### config.mk
export PLATFORM = sky130hd
export DESIGN_NAME = uart_rx_16x
export DESIGN_NICKNAME = d
export VERILOG_FILES = /design/src/rtl/uart_rx_16x.sv
export SDC_FILE = /design/constraint.sdc
export NUM_CORES = 1
export LEC_CHECK = 0
export BUFFER_PORTS_ARGS = -buffer_cell sky130_fd_sc_hd__buf_2
export CAP_MARGIN = 15
export CORE_ASPECT_RATIO = 0.5
export CORE_UTILIZATION = 45
export CTS_CLUSTER_SIZE = 14
export DETAILED_ROUTE_END_ITERATION = 8
export GPL_TIMING_DRIVEN = 0
export PLACE_DENSITY_LB_ADDON = 0.15
export SLEW_MARGIN = 20
export SYNTH_ARGS = -nofsm -noshare
export SYNTH_HDL_FRONTEND = slang
export SYNTH_SLANG_ARGS = --single-unit
### constraint.sdc
create_clock -name clk -period 3.3 [get_ports clk]
set_input_delay 0.99 -clock clk [delete_from_list [all_inputs] [get_ports clk]]
set_output_delay 0.99 -clock clk [all_outputs]
set_load 0.02 [all_outputs]
### src/rtl/uart_rx_16x.sv
// 8N1 UART receiver clocked by clk, bit-timed by an edge-detected 16x baud toggle.
// Mid-bit 3-sample majority vote; 1-entry valid/ready holding register with error pulses.
module uart_rx_16x #(
    parameter int DATA_BITS  = 8,
    parameter int OVERSAMPLE = 16,
    parameter int SAMPLE_MID = 8
) (
    input  logic                 clk,
    input  logic                 rst_n,
    input  logic                 baud16_in,
    input  logic                 rx,
    input  logic                 rx_ready,
    output logic [DATA_BITS-1:0] rx_data,
    output logic                 rx_valid,
    output logic                 frame_err,
    output logic                 overrun
);

    localparam int CNT_W = $clog2(OVERSAMPLE);
    localparam int IDX_W = (DATA_BITS > 1) ? $clog2(DATA_BITS) : 1;
    localparam logic [CNT_W-1:0] CNT_LAST = CNT_W'(OVERSAMPLE - 1);
    localparam logic [CNT_W-1:0] VOTE_A   = CNT_W'(SAMPLE_MID - 1);
    localparam logic [CNT_W-1:0] VOTE_B   = CNT_W'(SAMPLE_MID);
    localparam logic [CNT_W-1:0] VOTE_C   = CNT_W'(SAMPLE_MID + 1);
    localparam logic [IDX_W-1:0] IDX_LAST = IDX_W'(DATA_BITS - 1);

    typedef enum logic [2:0] {
        S_IDLE  = 3'd0,
        S_START = 3'd1,
        S_DATA  = 3'd2,
        S_STOP  = 3'd3,
        S_BREAK = 3'd4
    } state_e;

    function automatic logic maj3(input logic a, input logic b, input logic c);
        return (a & b) | (a & c) | (b & c);
    endfunction

    logic                 rx_meta_q, rx_sync_q, rx_s_q, baud16_q;
    logic                 rx_s, tick_s, decide_s, wrap_s, vote_s, load_s, ferr_s;
    state_e               state_q, state_d;
    logic [CNT_W-1:0]     cnt_q, cnt_d;
    logic [IDX_W-1:0]     idx_q, idx_d;
    logic [DATA_BITS-1:0] shift_q, shift_d;
    logic [1:0]           smp_q, smp_d;
    logic [DATA_BITS-1:0] rx_data_q;
    logic                 rx_valid_q, frame_err_q, overrun_q;

    assign rx_s     = rx_sync_q;
    assign tick_s   = baud16_in & ~baud16_q;
    assign decide_s = tick_s && (cnt_q == VOTE_C);
    assign wrap_s   = tick_s && (cnt_q == CNT_LAST);
    assign vote_s   = maj3(smp_q[0], smp_q[1], rx_s);

    // Input conditioning: rx synchroniser, its delayed copy, baud16 edge detector.
    always_ff @(posedge clk or negedge rst_n) begin
        if (!rst_n) begin
            rx_meta_q <= 1'b1;
            rx_sync_q <= 1'b1;
            rx_s_q    <= 1'b1;
            baud16_q  <= 1'b0;
        end else begin
            rx_meta_q <= rx;
            rx_sync_q <= rx_meta_q;
            rx_s_q    <= rx_sync_q;
            baud16_q  <= baud16_in;
        end
    end

    // Receive FSM next-state, tick counter, vote capture and shift logic.
    always_comb begin
        state_d = state_q;
        cnt_d   = cnt_q;
        idx_d   = idx_q;
        shift_d = shift_q;
        smp_d   = smp_q;
        load_s  = 1'b0;
        ferr_s  = 1'b0;
        if (tick_s) begin
            cnt_d = (cnt_q == CNT_LAST) ? {CNT_W{1'b0}} : cnt_q + {{(CNT_W-1){1'b0}}, 1'b1};
            if (cnt_q == VOTE_A) begin
                smp_d[0] = rx_s;
            end else if (cnt_q == VOTE_B) begin
                smp_d[1] = rx_s;
            end else begin
                smp_d = smp_q;
            end
        end else begin
            cnt_d = cnt_q;
        end
        case (state_q)
            S_IDLE: begin
                cnt_d = {CNT_W{1'b0}};
                idx_d = {IDX_W{1'b0}};
                if (rx_s_q && !rx_s) begin
                    state_d = S_START;
                end else begin
                    state_d = S_IDLE;
                end
            end
            S_START: begin
                if (decide_s && vote_s) begin
                    state_d = S_IDLE;
                end else if (wrap_s) begin
                    state_d = S_DATA;
                end else begin
                    state_d = S_START;
                end
            end
            S_DATA: begin
                if (decide_s) begin
                    shift_d = {vote_s, shift_q[DATA_BITS-1:1]};
                end else if (wrap_s) begin
                    if (idx_q == IDX_LAST) begin
                        state_d = S_STOP;
                        idx_d   = {IDX_W{1'b0}};
                    end else begin
                        idx_d   = idx_q + {{(IDX_W-1){1'b0}}, 1'b1};
                    end
                end else begin
                    state_d = S_DATA;
                end
            end
            S_STOP: begin
                if (decide_s) begin
                    // A low stop bit means a framing error or break; wait out the low line.
                    if (vote_s) begin
                        load_s  = 1'b1;
                        state_d = S_IDLE;
                    end else begin
                        ferr_s  = 1'b1;
                        state_d = S_BREAK;
                    end
                end else begin
                    state_d = S_STOP;
                end
            end
            S_BREAK: begin
                if (rx_s) begin
                    state_d = S_IDLE;
                end else begin
                    state_d = S_BREAK;
                end
            end
            default: state_d = S_IDLE;
        endcase
    end

    // Receive FSM state registers.
    always_ff @(posedge clk or negedge rst_n) begin
        if (!rst_n) begin
            state_q <= S_IDLE;
            cnt_q   <= {CNT_W{1'b0}};
            idx_q   <= {IDX_W{1'b0}};
            shift_q <= {DATA_BITS{1'b0}};
            smp_q   <= 2'b00;
        end else begin
            state_q <= state_d;
            cnt_q   <= cnt_d;
            idx_q   <= idx_d;
            shift_q <= shift_d;
            smp_q   <= smp_d;
        end
    end

    // Holding register, handshake and error pulses.
    always_ff @(posedge clk or negedge rst_n) begin
        if (!rst_n) begin
            rx_data_q   <= {DATA_BITS{1'b0}};
            rx_valid_q  <= 1'b0;
            frame_err_q <= 1'b0;
            overrun_q   <= 1'b0;
        end else begin
            rx_data_q   <= load_s ? shift_q : rx_data_q;
            rx_valid_q  <= load_s | (rx_valid_q & ~rx_ready);
            frame_err_q <= ferr_s;
            overrun_q   <= load_s & rx_valid_q & ~rx_ready;
        end
    end

    assign rx_data   = rx_data_q;
    assign rx_valid  = rx_valid_q;
    assign frame_err = frame_err_q;
    assign overrun   = overrun_q;

endmodule

==> metrics.md <==
| Metric | Value |
|---|---|
| Run status | finished, final reports clean |
| DRC | 0 |
| # rows | 14 |
| Starting Density | between 40% and 50% |
| Synth area leader | dfrtp_1 |
| Global-route wire length before repair | 4146 um |
| Routability cong. | ~0.84 |
| WS Path Type | in2reg |
| # nets final | 151 |
| Post-DP Area | ~1700 um^2 |
| Worst setup endpoint | smp_q[0] |
| WP data arrival | 2.10 ns |
| Fin crit period | ~1.9 ns |
| Antenna violations before repair | 0 |
| CTS Buf Count | 5 |
| Reg2reg path depth | 5 |
| Area grow syn2layout | 14.64% |
| Clk Latency, worst-skew pair | 0.29 ns |
| GRT Util Overall | 15.63% |
| Port-buffer cells | 15 |
| Mapped Cells | 119 |
| Clock root cell | clkbuf_8 |
| Post-CTS sizing | 0 |
| Antenna cells | 0 |
| Fin Setup TNS | 0 ns |
| Syn nets | 129 |
| Worst reg2reg endpoint | idx_q[0] |
| Die ar. | 3652 um^2 |
| Peak supply drop | 0.3164 mV |
| Worst-path clk slew | about 0.070 ns |
| Vias in the first global route | roughly 900 |
| Endpoints failing setup | 0 |
| Detailed Route WL | 2351 um |
| Min-delay worst type | reg2reg |
| Via density | 5.038 |
| Hold-fix buffers at CTS | 0 |
| Async set-or-reset flop fraction in the synthesized netlist | between 90% and 100% |
| Relative slew slack | just over 50% |
| Critical-path cell list | buf_2 -> nor2b_1 -> nand2_1 -> nor3b_1 -> mux2_2 |
| Top post-synthesis cells by area | dfrtp_1, mux2_2, dfstp_2 |
| Pwr/cell area | 567.2 nW/um^2 |
| Fillers | between 200 and 300 |
| Pin count of the biggest net entering global routing | 36 |
| Synth cell types | 33 |
| Synth Register Bits | 35 |
| Dpl hpwl | 1688 um |
| DR pass1 iterations | 4 |
| Crit end category | flop |
| # Post-CTS Setup Buffers | 0 |
| Detailed-route via count | 917 |
| Die H | ~43 um |
| Worst path max stage delay | ~0.37 ns |
| CTS Sinks | 35 |
| Die W | 84.47 um |
| Worst Setup Start Kind | input pin |
| Congestion Overflow GR | 0 |
| RSZ-0062 raised after global routing | no |
| CP max FO | 4 |
| Routed length per instance | 12.92 um |
| Worst Setup SP | baud16_in |
| Share of post-route cells with drive strength above 1 | 36.62% |
| Post-synth EDFFs | 0 |
| Synthesized cell area | 1530 um^2 |
| Worst reg-to-reg setup slack | 1.58 ns |
| Max Cap Viol | 0 |
| Final Hold Fails | 0 |
| H-tree levels | 2 |
| P_leak | 0.8852 nW |
| Final setup skew | 0.005796 ns |
| R2r startpoint | cnt_q[0] |
| Seq/Total Area, Yosys | between 50% and 60% |
| CTS tree | done |
| CTS max path bufs | 2 |
| Worst-margin pin slew | around 0.73 ns |
| Post-route cell area | 1754 um^2 |
| CP max stage cell | mux2_2 |
| Post-route clock period utilization | 58.43% |
| Syn Area/Cell | 12.86 um^2 |
| Total core area | 3118 um^2 |
| IO Count | 16 |
| Final Max Tran Viols | 0 |
| Max Fclk | 0.5186 GHz |
| Worst Path Required | 3.47 ns |
| Synth Warn # | 0 |
| DR iter-0 viols | slightly below 60 |
| Final ANT Viol Nets | 0 |
| Post-synth top area share | 52.33% |
| Top FF cell, synth | dfrtp_1 |
-- Yosys cell counts (3+ instances only) --
master,instances
dfrtp_1,32
mux2_2,19
nand2_1,8
nor2_1,8
nand3_1,6
a21oi_1,5
ha_1,5
a22o_1,3
dfstp_2,3
nor2b_1,3
-- registers in the layout, summed over array words and instances, names as in the netlist --
name and flops:
cnt_q 4, rx_s_q 1, overrun 1, state_q 3, idx_q 3, rx_data 8, baud16_q 1, smp_q 2
rx_s 1, frame_err 1, shift_q 8, rx_meta_q 1, rx_valid 1
-- metal layers --
layer	global-route usage (%)	up-vias	share of wire [%]
li1	-	471	-
met1	20.45	434	51
met2	22.95	10	45
met3	7.588	2	4.0
met4	5.085	0	0.34
met5	0	-	0
-- area by class of cell --
class	instances	area, um^2	area share [%]
well taps	40	50.05	2.853
plain buffers	1	5.005	0.2853
multi-input cells	81	638.1	36.38
clock buffers	6	82.58	4.708
clock inverters	2	16.27	0.9272
flip-flops and latches	35	879.6	50.14
inverters	2	7.507	0.4280
repair buffers	15	75.07	4.280
-- where the power goes --
group	switching, mW	internal (mW)	leakage, nW
clock	0.156	0.170	0.0474
sequential	0.0403	0.471	0.469
combinational	0.0935	0.0643	0.369
total	0.289	0.706	0.885
-- placed cells by master (no fill, tap or decap), types with 5 or more instances in the layout --
master,n
mux2_2,19
clkbuf_8,6
nor2_1,8
a21oi_1,5
buf_2,16
dfrtp_1,32
ha_1,5
nand2_1,8
nand3_1,6
-- how the worst min path moves through the flow --
stage,start,to,slack (ns),cells after the start
global placement,rx_meta_q,rx_s,0.35,0
finish,rx_meta_q,rx_s,0.36,0
global route,rx_meta_q,rx_s,0.37,0
floorplan,rx_meta_q,rx_s,0.35,0
detailed placement,rx_meta_q,rx_s,0.35,0
CTS,rx_meta_q,rx_s,0.36,0
-- kinds of logic after synthesis --
logic type | after synthesis | share of synthesized area, %
flops | 35 | 57.48
mux | 19 | 13.98
buf+inv | 3 | 0.8175
xor+xnor | 1 | 0.5725
compound gates | 14 | 6.215
fa+ha+maj | 6 | 4.742
simple gates | 41 | 16.19
-- metrics by stage --
step           power, mW  hold slack, ns  cells  util, %  worst slack, ns
6_report          0.9951          0.3606    182    56.26            1.372
5_1_grt            1.066          0.3657    182    56.26            1.272
4_1_cts            1.008          0.3613    182    56.26            1.380
3_5_place_dp      0.6783          0.3479    174    53.09            1.070
3_3_place_gp      0.6775          0.3459    174    53.09            1.102
2_1_floorplan     0.6332          0.3452    119        -            1.334
-- critical path, delay by kind of cell --
family | cells | cell delay, ns
multiplexers | 1 | 0.37
buffers and inverters | 1 | 0.10
AND/OR/NAND/NOR | 3 | 0.63
No activity file was read; power rests on OpenSTA's default activity.
